$ cat config.mk
export PLATFORM = sky130hd
export DESIGN_NAME = pitch_shift_sequencer
export DESIGN_NICKNAME = d
export VERILOG_FILES = /design/src/rtl/pitch_pkg.sv /design/src/rtl/delay_pipe.sv /design/src/rtl/pitch_shift_sequencer.sv
export SDC_FILE = /design/constraint.sdc
export NUM_CORES = 1
export LEC_CHECK = 0
export CORE_ASPECT_RATIO = 0.7
export CORE_UTILIZATION = 48
export DETAILED_ROUTE_END_ITERATION = 10
export GPL_ROUTABILITY_DRIVEN = 0
export PLACE_DENSITY = 0.88
export SYNTH_ARGS = -nofsm -noshare
export SYNTH_HDL_FRONTEND = slang
export SYNTH_SLANG_ARGS = --single-unit
$ cat constraint.sdc
create_clock -name clk -period 2.7 [get_ports clk]
set_clock_uncertainty 0.15 [all_clocks]
set_input_delay 0.405 -clock clk [delete_from_list [all_inputs] [get_ports clk]]
set_output_delay 0.405 -clock clk [all_outputs]
set_load 0.03 [all_outputs]
$ cat src/rtl/pitch_pkg.sv
// Shared sizes, pitch constants and FSM encoding for the pitch-shift frame sequencer.
package pitch_pkg;

  localparam int N_BINS = 256;
  localparam int ADDR_W = 8;
  localparam int CNT_W  = 10;

  localparam logic [7:0] PITCH_UNITY = 8'd127;

  typedef enum logic [2:0] {
    IDLE,
    SETTLE,
    STREAM,
    FLUSH,
    DONE
  } seq_state_t;

  // Counter value at which the filter output carries output bin 0.
  function automatic logic [CNT_W-1:0] write_base(input int rd_latency);
    write_base = CNT_W'(N_BINS - 1 + rd_latency);
  endfunction

endpackage

$ cat src/rtl/delay_pipe.sv
// Fixed-latency register chain (DEPTH cycles); DEPTH=0 is a plain wire.
module delay_pipe #(
  parameter int W     = 1,
  parameter int DEPTH = 1
) (
  input  logic         clk,
  input  logic         rst,
  input  logic [W-1:0] din,
  output logic [W-1:0] dout
);

  generate
    if (DEPTH == 0) begin : g_pass
      assign dout = din;
    end else begin : g_pipe
      logic [W-1:0] stage [DEPTH];

      always_ff @(posedge clk or posedge rst) begin
        if (rst) begin
          for (int i = 0; i < DEPTH; i++) stage[i] <= '0;
        end else begin
          stage[0] <= din;
          for (int i = 1; i < DEPTH; i++) stage[i] <= stage[i-1];
        end
      end

      assign dout = stage[DEPTH-1];
    end
  endgenerate

endmodule

$ cat src/rtl/pitch_shift_sequencer.sv
// Frame controller for the spectral pitch filter: latch pitch, settle, stream 256 bins, flush, done.
// All outputs are flops decoded from next-state, so nothing combinational reaches them from inputs.
module pitch_shift_sequencer
  import pitch_pkg::*;
#(
  parameter int RD_LATENCY = 1,
  parameter int SETTLE_CYC = 2
) (
  input  logic              clk,
  input  logic              reset,
  input  logic              frame_ready,
  input  logic              ifft_ready,
  input  logic [7:0]        pitch_in,
  output logic              rd_en,
  output logic [ADDR_W-1:0] rd_addr,
  output logic              in_zero,
  output logic [7:0]        pitch,
  output logic [ADDR_W-1:0] freq_bin,
  output logic              wr_en,
  output logic [ADDR_W-1:0] wr_addr,
  output logic              busy,
  output logic              frame_done,
  output logic              overrun
);

  localparam logic [CNT_W-1:0] BASE   = write_base(RD_LATENCY);
  localparam logic [CNT_W-1:0] LAST   = BASE + CNT_W'(N_BINS - 1);
  localparam logic [CNT_W-1:0] END_RD = CNT_W'(N_BINS);
  localparam int               SW     = (SETTLE_CYC > 1) ? $clog2(SETTLE_CYC) : 1;

  seq_state_t       state, state_nxt;
  logic [CNT_W-1:0] cnt, cnt_nxt;
  logic [SW-1:0]    settle_cnt, settle_nxt;
  logic             pending, pending_nxt;
  logic             overrun_nxt;
  logic             start;
  logic             streaming_nxt;
  logic             wr_nxt;
  logic             zero_raw;

  always_comb begin
    state_nxt   = state;
    cnt_nxt     = cnt;
    settle_nxt  = settle_cnt;
    pending_nxt = pending;
    overrun_nxt = overrun;
    start       = 1'b0;

    case (state)
      IDLE: begin
        if ((frame_ready || pending) && ifft_ready) begin
          start       = 1'b1;
          state_nxt   = SETTLE;
          pending_nxt = 1'b0;
          cnt_nxt     = '0;
          settle_nxt  = '0;
        end else if (frame_ready) begin
          pending_nxt = 1'b1;
        end
      end
      SETTLE: begin
        if (settle_cnt == SW'(SETTLE_CYC - 1)) state_nxt = STREAM;
        else                                   settle_nxt = settle_cnt + 1'b1;
      end
      STREAM: begin
        cnt_nxt = cnt + 1'b1;
        if (cnt == END_RD - 1'b1) state_nxt = FLUSH;
      end
      FLUSH: begin
        if (cnt == LAST) begin
          state_nxt = DONE;
          cnt_nxt   = '0;
        end else begin
          cnt_nxt = cnt + 1'b1;
        end
      end
      DONE:    state_nxt = IDLE;
      default: state_nxt = IDLE;
    endcase

    // DONE still counts as busy: a frame arriving there must queue, not start.
    if (state != IDLE && frame_ready) begin
      if (pending) overrun_nxt = 1'b1;
      else         pending_nxt = 1'b1;
    end
  end

  assign streaming_nxt = (state_nxt == STREAM) || (state_nxt == FLUSH);
  assign wr_nxt        = streaming_nxt && (cnt_nxt >= BASE);

  always_ff @(posedge clk or posedge reset) begin
    if (reset) begin
      state      <= IDLE;
      cnt        <= '0;
      settle_cnt <= '0;
      pending    <= 1'b0;
      overrun    <= 1'b0;
      pitch      <= PITCH_UNITY;
      rd_en      <= 1'b0;
      rd_addr    <= '0;
      zero_raw   <= 1'b0;
      wr_en      <= 1'b0;
      freq_bin   <= '0;
      busy       <= 1'b0;
      frame_done <= 1'b0;
    end else begin
      state      <= state_nxt;
      cnt        <= cnt_nxt;
      settle_cnt <= settle_nxt;
      pending    <= pending_nxt;
      overrun    <= overrun_nxt;
      if (start) pitch <= pitch_in;
      rd_en      <= streaming_nxt && (cnt_nxt < END_RD);
      rd_addr    <= (streaming_nxt && (cnt_nxt < END_RD)) ? cnt_nxt[ADDR_W-1:0] : '0;
      zero_raw   <= streaming_nxt && (cnt_nxt >= END_RD);
      wr_en      <= wr_nxt;
      freq_bin   <= wr_nxt ? ADDR_W'(cnt_nxt - BASE) : '0;
      busy       <= (state_nxt != IDLE);
      frame_done <= (state_nxt == DONE);
    end
  end

  // Zero-forcing must line up with RAM data, not with the read request.
  delay_pipe #(
    .W     (1),
    .DEPTH (RD_LATENCY)
  ) u_zero_dly (
    .clk  (clk),
    .rst  (reset),
    .din  (zero_raw),
    .dout (in_zero)
  );

  assign wr_addr = freq_bin;

endmodule

Word-level counts from Yosys, hierarchy flattened
Index checks and enable logic that the tools add are counted.
Cells by class
  $add $sub $neg: 3
  magnitude comparators: 2
  equal/unequal tests: 9
  muxes and demuxes: 20
  reduce and logical (&&, ||, !) cells: 12
Operators with widths (number)
  10-bit case mux with 3 select lines: 1
  10-bit 2-to-1 mux: 2
  8-bit 2-to-1 mux: 2
  3-bit by 2-bit == test with 1-bit output, second input constant: 4
  3-bit 2-to-1 mux: 4
  3-bit case mux with 4 select lines: 1
  10-bit by 1-bit adder with 10-bit output, second input constant: 1
  10-bit by 8-bit == test with 1-bit output, second input constant: 1
  10-bit by 9-bit == test with 1-bit output, second input constant: 1
  10-bit by 9-bit greater-or-equal comparator with 1-bit output, second input constant: 1
  10-bit by 9-bit less-than comparator with 1-bit output, second input constant: 1
  1-bit 2-to-1 mux: 9
  8-bit by 1-bit subtractor with 8-bit output, second input constant: 1
  3-bit nonzero test: 2
  1-bit logical AND: 4
  2-bit AND reduction: 2
  3-bit by 1-bit == test with 1-bit output, second input constant: 1
  3-bit == test, second input constant: 1
  3-bit zero test: 1
  1-bit logical OR: 2
  2-bit inequality test, second input constant: 1
  1-bit case mux with 2 select lines: 1
  2-bit nonzero test: 1
  1-bit adder, second input constant: 1
Word-level totals
  flip-flop bits (word level): 45
  input bits: 12
  output and inout bits: 38
  word-level logic and storage cells: 59

Depth between registers and ports, before layout
Gate-level depths: netlist of run 1.
  depth in word-level cells: 8
  depth in mapped cells: 7
  depth with buffers taken out: 6

Cells and area by module
From an unflattened synthesis of run 1, not the netlist that was laid out.
Second synthesis, totals
  cells, all modules: 162
  area total of the unflattened synthesis: 1965.6 µm²
By module, submodules not included
  pitch_shift_sequencer: instances 1, cells each 160, area an instance 1936.9 µm², sequential area each 1109.8 µm²
  delay_pipe: instances 1, cells each 2, area an instance 28.8 µm², sequential area each 25.0 µm²

Worst setup path before layout of run 1
Ideal clock, no wire load.
  path type: register to register
  start: register cnt[0]
  end: register rd_addr[1]
  library setup time: 0.119 ns
  arrival time: 1.676 ns
  required time: 2.431 ns
  setup slack: 0.755 ns
  cell stages (with the launch flop): 7
  buffers on the path: 0
  clock period less this slack: 1.945 ns
  cell sequence: dfrtp_1 > ha_1 > nand4_2 > a2111oi_2 > a2bb2oi_2 > nor3b_4 > and2_1
On the way
  elaborated cells between the ends (all ways): 15
  classes of those cells: add/sub (1); order compare (1); eq/ne (4); mux (7); reduce/logical (2)
RTL lines
  start, declared: RTL line pitch_shift_sequencer.sv:32  | logic [CNT_W-1:0] cnt, cnt_nxt;
  start signal, assigned: RTL line pitch_shift_sequencer.sv:108  | cnt <= cnt_nxt;
  10-bit by 1-bit adder with 10-bit output / 10-bit by 9-bit == test with 1-bit output (equally long branches): RTL line pitch_shift_sequencer.sv:66, pitch_shift_sequencer.sv:74, pitch_shift_sequencer.sv:70
  10-bit 2-to-1 mux: RTL line pitch_shift_sequencer.sv:70  | if (cnt == LAST) begin
  10-bit case mux with 3 select lines (*): RTL line pitch_shift_sequencer.sv:49  | case (state)
  net cnt_nxt[8]: RTL line pitch_shift_sequencer.sv:32
  10-bit by 9-bit less-than comparator with 1-bit output (*): RTL line pitch_shift_sequencer.sv:114  | rd_addr <= (streaming_nxt && (cnt_nxt < END_RD)) ? cnt_nxt[ADDR_W-1:0] : '0;
  1-bit logical AND (*): RTL line pitch_shift_sequencer.sv:114
  8-bit 2-to-1 mux (*): RTL line pitch_shift_sequencer.sv:114
  end signal, assigned: RTL line pitch_shift_sequencer.sv:114
  end, declared: RTL line pitch_shift_sequencer.sv:15  | output logic [ADDR_W-1:0] rd_addr,
Mark *: on every way through the listed nets, which the timed path passes. The rest lies on a longest branch.
A chain may end at the register's enable or synchronous reset.

Final worst setup path of run 1
  start: register state[2]
  end: register freq_bin[2]
On the way
  elaborated cells between the ends (all ways): 17
  classes of those cells: add/sub (1); order compare (1); eq/ne (5); mux (7); reduce/logical (3)
RTL lines
  start, declared: RTL line pitch_shift_sequencer.sv:31  | seq_state_t state, state_nxt;
  start signal, assigned: RTL line pitch_shift_sequencer.sv:107  | state <= state_nxt;
  3-bit by 2-bit == test with 1-bit output / 3-bit zero test (equally long branches): RTL line pitch_shift_sequencer.sv:49
  10-bit case mux with 3 select lines (*): RTL line pitch_shift_sequencer.sv:49
  net cnt_nxt[9]: RTL line pitch_shift_sequencer.sv:32
  10-bit by 9-bit greater-or-equal comparator with 1-bit output (*): RTL line pitch_shift_sequencer.sv:89  | assign wr_nxt = streaming_nxt && (cnt_nxt >= BASE);
  1-bit logical AND (*): RTL line pitch_shift_sequencer.sv:89
  8-bit 2-to-1 mux (*): RTL line pitch_shift_sequencer.sv:117  | freq_bin <= wr_nxt ? ADDR_W'(cnt_nxt - BASE) : '0;
  end signal, assigned: RTL line pitch_shift_sequencer.sv:117
  end, declared: RTL line pitch_shift_sequencer.sv:18  | output logic [ADDR_W-1:0] freq_bin,
Marked as above.

==> metrics.txt, run 1 <==
DRT iter0 DRCs=83; number of distinct library cells after synthesis=44; nets@finish=220; maxcap violations=0; HPWL Detailed=2.43 mm; Post-Route WL=3.44 mm; CTS Buf Count=5; Period Utilization, post-route=82.3%; Worst-Margin Slew=620 ps; flops & latches, synth=45; average size of a mapped cell=12.2 µm²; antenna cells=0; Slew Viols, Final=0; vias per cell=5.14; setup_tns=0 ps; H-tree depth=2; root cell of the clock tree=clkbuf_8; peak per-stage delay on the critical path=560 ps; vias post-DR=1,337; post-CTS setup repair buffer count=0; Routed WL per cell=13.2 µm; asr flop ratio synth=100%; CP Data Required Time=2770 ps; IO buf count=49; area of the mapped netlist=0.00196 mm²; antenna violations before repair=0; Rows=19; synth warn=0; final worst slack=479 ps; cts repair resizes=0; pwr dens=445 mW/mm²; endpoints failing hold=0; Peak supply drop=282 µV; Power Total=0.00113 W; ys flop type=dfrtp_1; area share of the largest cell type after synthesis=48.5%; die width=78.4 µm; Period minus WS final=2220 ps; share of cells above drive strength 1=17.8%; Fin Hold WS=230 ps; Min-Delay Path Class=flop to flop; vias in the first global route=1,270; total global routing track utilization=18.4%; Seq/Total Area, Yosys=57.8%; outcome=finished, final reports clean; Clock Latency Late Sink=290 ps; Area Overhead vs Synth=29.2%; Setup-failing EPs final=0; first-pass GRT wire length=6.00 mm; CP arrival=2290 ps; largest net degree at the start of global routing=46; number of enable flip-flop cells after synthesis=0; Leak=1.08 nW; clock sink count=45; GRT overflow=0; CTS hold repair buffers=0; drc violations=0; die area=0.00435 mm²; critical path class=flop to flop; die height=55.5 µm; post-synth top area cell=dfrtp_1; CP max FO=14; critical path, cell by cell=nand2b_1, nor4_4, mux2i_1, o21ai_2, nor2b_1; drt pass-1 iters=4; Layout fillers=320; Mapped Cells=161; CP max stage cell=dfrtp_1; relative slew slack=58.3%; CTS clk-pin slew, worst paths=80 ps; RSZ-0062 raised after global routing=false; R2R setup slack=480 ps; Worst Setup Slack post-DPL=349 ps; io pins=50; Initial Utilization=50.0%; Startpoint Class=flop; Multi-input gate area=713 µm²; top cells by area, synth=dfrtp_1, dfstp_2, mux2_2; clk buf depth=2; register area=0.00113 mm²; CP endpoint kind=flop; antenna-violating nets left=0; syn nets=174; FMAX=450 MHz; core area=0.00392 mm²; CTS tree=yes
[final timing paths]
path,startpoint,endpoint,depth (start not counted)
max in group asynchronous,reset,pitch[5],3
worst min-delay path,zero_raw,u_zero_dly.dout,0
worst min register to register,zero_raw,u_zero_dly.dout,0
worst max register to register,state[2],freq_bin[2],5
worst max-delay path,state[2],freq_bin[2],5
min in group asynchronous,reset,cnt[4],3
[per-stage QoR]
stage / instances / instance area, µm² / utilization [%]
final: 260 / 2530 / 64.6
after global routing: 260 / 2530 / 64.6
after floorplan: 161 / 1960 / -
after global placement: 252 / 2450 / 62.5
after detailed placement: 252 / 2450 / 62.5
after CTS: 260 / 2530 / 64.6
[critical path, delay by kind of cell (launching register included)]
kind / cells / cell delay, ps
mux: 1 / 430
compound gates: 1 / 230
flops: 1 / 560
simple gates: 3 / 790
[placed cells by master, fill, tap and decap left out, drive strengths merged, types with 2 or more instances in the layout]
master / count
clkbuf: 6
nand3: 3
o41ai: 2
o21ai: 8
nand4: 2
dfstp: 7
nor2b: 9
nor2: 13
or4: 2
o311ai: 2
nand2: 8
and2: 3
a21oi: 7
dfrtp: 38
o31ai: 3
clkdlybuf4s50: 49
mux2: 9
clkinv: 2
nand2b: 3
nor4: 2
or3: 2
inv: 11
[where the power goes]
group	switching (W)	leakage, nW	internal [W]
combinational	0.0000280	0.479	0.0000262
clock	0.000211	0.0450	0.000179
sequential	0.00000222	0.552	0.000681
[final cells by class]
type	instances	area share [%]
clock buffers	6	2.86
clock inverters	2	0.395
flip-flops and latches	45	44.8
multi-input cells	94	28.1
repair buffers	50	19.6
inverters	11	1.63
well taps	52	2.57
[Yosys cell counts, types with 2 or more instances]
cell type  number
nor2b_1         9
o21ai_0         6
dfrtp_1        38
buf_4           8
and2_1          3
nand4_2         2
a21oi_1         7
nand2b_1        3
nand3_1         2
nor4_4          2
mux2_2          9
or4_1           2
nand2_1         8
o31ai_1         3
dfstp_2         7
or3_1           2
nor2_1         13
inv_1          10
o21ai_2         2
[layer usage]
layer | vias to the layer above | track usage (%) | share of wire [%]
met3 | 4 | 6.78 | 5.1
met4 | 0 | 4.76 | 0.81
li1 | 651 | - | -
met1 | 636 | 26.2 | 48
met5 | - | 0 | 0
met2 | 46 | 26.6 | 46
[flip-flops by register name, summed over array words and instances, names as in the netlist]
| name | count |
|---|---|
| busy | 1 |
| cnt | 10 |
| frame_done | 1 |
| freq_bin | 8 |
| overrun | 1 |
| pending | 1 |
| pitch | 8 |
| rd_addr | 8 |
| rd_en | 1 |
| settle_cnt | 1 |
| state | 3 |
| u_zero_dly.dout | 1 |
| zero_raw | 1 |
[logic make-up (layout without fill, tap and decap cells)]
kind of cell | count (synthesis) | after routing | synth area share (%)
AOI/OAI and AO/OA | 32 | 32 | 13.0
adders and majority gates | 1 | 1 | 0.638
buffers and inverters | 22 | 69 | 5.80
DFF | 45 | 45 | 57.8
muxes | 10 | 10 | 5.68
and+or+nand+nor | 51 | 51 | 17.0
Power figures use the tool's default switching activity.
==> run 2: changes to the inputs <==
--- a/config.mk
+++ b/config.mk
@@ -6,10 +6,10 @@
 export NUM_CORES = 1
 export LEC_CHECK = 0
 export CORE_ASPECT_RATIO = 0.7
-export CORE_UTILIZATION = 48
+export CORE_UTILIZATION = 43
 export DETAILED_ROUTE_END_ITERATION = 10
 export GPL_ROUTABILITY_DRIVEN = 0
-export PLACE_DENSITY = 0.88
+export PLACE_DENSITY = 0.83
 export SYNTH_ARGS = -nofsm -noshare
 export SYNTH_HDL_FRONTEND = slang
 export SYNTH_SLANG_ARGS = --single-unit
==> constraint.sdc (replaced) <==
create_clock -name clk -period 2 [get_ports clk]
set_clock_uncertainty 0.15 [all_clocks]
set_input_delay 0.3 -clock clk [delete_from_list [all_inputs] [get_ports clk]]
set_output_delay 0.3 -clock clk [all_outputs]
set_load 0.03 [all_outputs]
==> metrics.txt, run 2 (synthesized netlist as in run 1, its figures left out) <==
final worst slack=-13.0 ps (-492 ps); core area=0.00435 mm² (+11%); R2R setup slack=-10 ps (-490 ps); CTS hold repair buffers=0 (unchanged); vias per cell=5.35 (+4.0%); Reg with most FFs=cnt; Final Cell Area=0.00295 mm² (+16%); antenna cells=0 (unchanged); Clock Latency Late Sink=310 ps (+20 ps); DP Cell Count=270 (+7.1%); Post-Route WL=4.80 mm (+39%); pwr dens=535 mW/mm² (+20%); CP max FO=6 (-8); CTS tree=yes; DRT iter0 DRCs=95 (+14%); failing checks=negative setup slack; Leak=1.29 nW (+20%); relative slew slack=72.9% (+15 points); die area=0.00484 mm² (+11%); Fin Hold WS=113 ps (-117 ps); drt pass-1 iters=4 (unchanged); largest net degree at the start of global routing=33 (-28%); CP Data Required Time=2050 ps (-720 ps); max reg flops=10 (unchanged); clk buf depth=2 (unchanged); Area Overhead vs Synth=50.5%; Worst R2R Start=cnt[7]; antenna violations before repair=0 (unchanged); Setup-failing EPs final=4 (+4); endpoints failing hold=0 (unchanged); share of cells above drive strength 1=38.0% (+20 points); Worst-Margin Slew=405 ps (-215 ps); Rows=20 (+1); most frequent cells in the layout=clkdlybuf4s50_1, dfrtp_1, buf_4; Power Total=0.00158 W (+40%); drc violations=0 (unchanged); Startpoint Class=flop; placed cell area=0.00261 mm² (+6.3%); GRT overflow=0 (unchanged); CTS Buf Count=5 (unchanged); RSZ-0062 raised after global routing=true; Initial Utilization=45.1% (-5.0 points); maxcap violations=0 (unchanged); Period minus WS final=2010 ps (-208 ps); Peak supply drop=287 µV (+1.7%); IO buf count=49 (unchanged); Layout fillers=319 (-0.31%); FMAX=497 MHz (+10%); H-tree depth=2 (unchanged); vias post-DR=1,545 (+16%); Routed WL per cell=16.6 µm (+25%); HPWL Detailed=2.88 mm (+18%); CP arrival=2060 ps (-230 ps); CP endpoint kind=flop; first-pass GRT wire length=7.22 mm (+20%); root cell of the clock tree=clkbuf_8; final core utilization=67.8% (+3.2 points); R2R depth=6 (+1); clock sink count=45 (unchanged); vias in the first global route=1,488 (+17%); outcome=finished with violations; antenna-violating nets left=0 (unchanged); CTS clk-pin slew, worst paths=90 ps (about the same); Non-Filler Instances=289 (+11%); io pins=50 (unchanged); nets@finish=246 (+12%); total global routing track utilization=20.8% (+2.4 points); Slew Viols, Final=0 (unchanged); FF-to-FF End=rd_addr[4]; most common cell after layout, fill and taps aside=clkdlybuf4s50_1; die width=82.7 µm (+5.5%); critical path class=flop to flop; Period Utilization, post-route=101% (+18 points); die height=58.5 µm (+5.5%); Min-Delay Path Class=input port to asynchronous set/reset pin
[run 2: changes by cell type in the layout (fill, tap and decap cells not counted), moves of 3 or more]
| cell | previous run | this run |
|---|---|---|
| buf_4 | 1 | 22 |
| dfrtp_1 | 38 | 30 |
| dfrtp_2 | 0 | 8 |
| nor2b_1 | 9 | 3 |
| nor2b_2 | 0 | 4 |
| a21oi_1 | 7 | 4 |
| a21oi_2 | 0 | 3 |
| buf_12 | 0 | 3 |
| clkdlybuf4s50_1 | 49 | 46 |
| dlymetal6s2s_1 | 0 | 3 |
[run 2: worst max path at each step]
stage                 end   startpoint  slack [ps]  cells past startpoint
2_1_floorplan  rd_addr[1]       cnt[0]          60                      6
3_3_place_gp   rd_addr[5]  frame_ready        -160                      6
3_5_place_dp   rd_addr[4]  frame_ready        -290                      6
4_1_cts        rd_addr[7]     state[2]           7                      7
5_1_grt        rd_addr[4]       cnt[7]         -80                      6
6_report       rd_addr[4]       cnt[7]         -10                      6
[run 2: repair_timing]
action                     CTS  global route
resized for setup           12            28
pin swaps                    4            10
setup buffers                7             6
setup endpoints to repair   17            25
[run 2: layout make-up]
type / instances / area [µm²] / share of cell area, %
Timing Repair Buffer: 76 / 746 / 25.3
Inverter: 11 / 41.3 / 1.40
Clock buffer: 5 / 68.8 / 2.33
Multi-Input combinational cell: 94 / 858 / 29.1
Sequential cell: 45 / 1140 / 38.8
Clock inverter: 3 / 25.0 / 0.847
Tap cell: 55 / 68.8 / 2.33
[run 2: worst max-delay path: stages, from the launching register on]
cell     delay, ps
dfrtp_2        430
nand4_4        180
nor4_4         380
mux2i_4        370
nor3b_4         90
buf_6          140
nor2b_2        150
[run 2: per-stage QoR]
step	TNS (ps)	worst slack, ps
global route	-595	-82.1
finish	-33.2	-13.0
global placement	-1900	-157
floorplan	0	55.3
detailed placement	-3550	-287
CTS	0	7.01
[run 2: where the power goes]
| group | internal, W | switching, W |
|---|---|---|
| Clock | 0.000252 | 0.000324 |
| Combinational | 0.0000395 | 0.0000420 |
| Sequential | 0.000920 | 0.00000305 |
| Total | 0.00121 | 0.000369 |
[run 2: metal layers]
metal	wire, µm	vias up	global-route usage, %
li1	-	705	-
met1	2010	769	27.8
met2	2380	62	32.0
met3	337	9	5.89
met4	72	0	8.37
met5	0	-	0
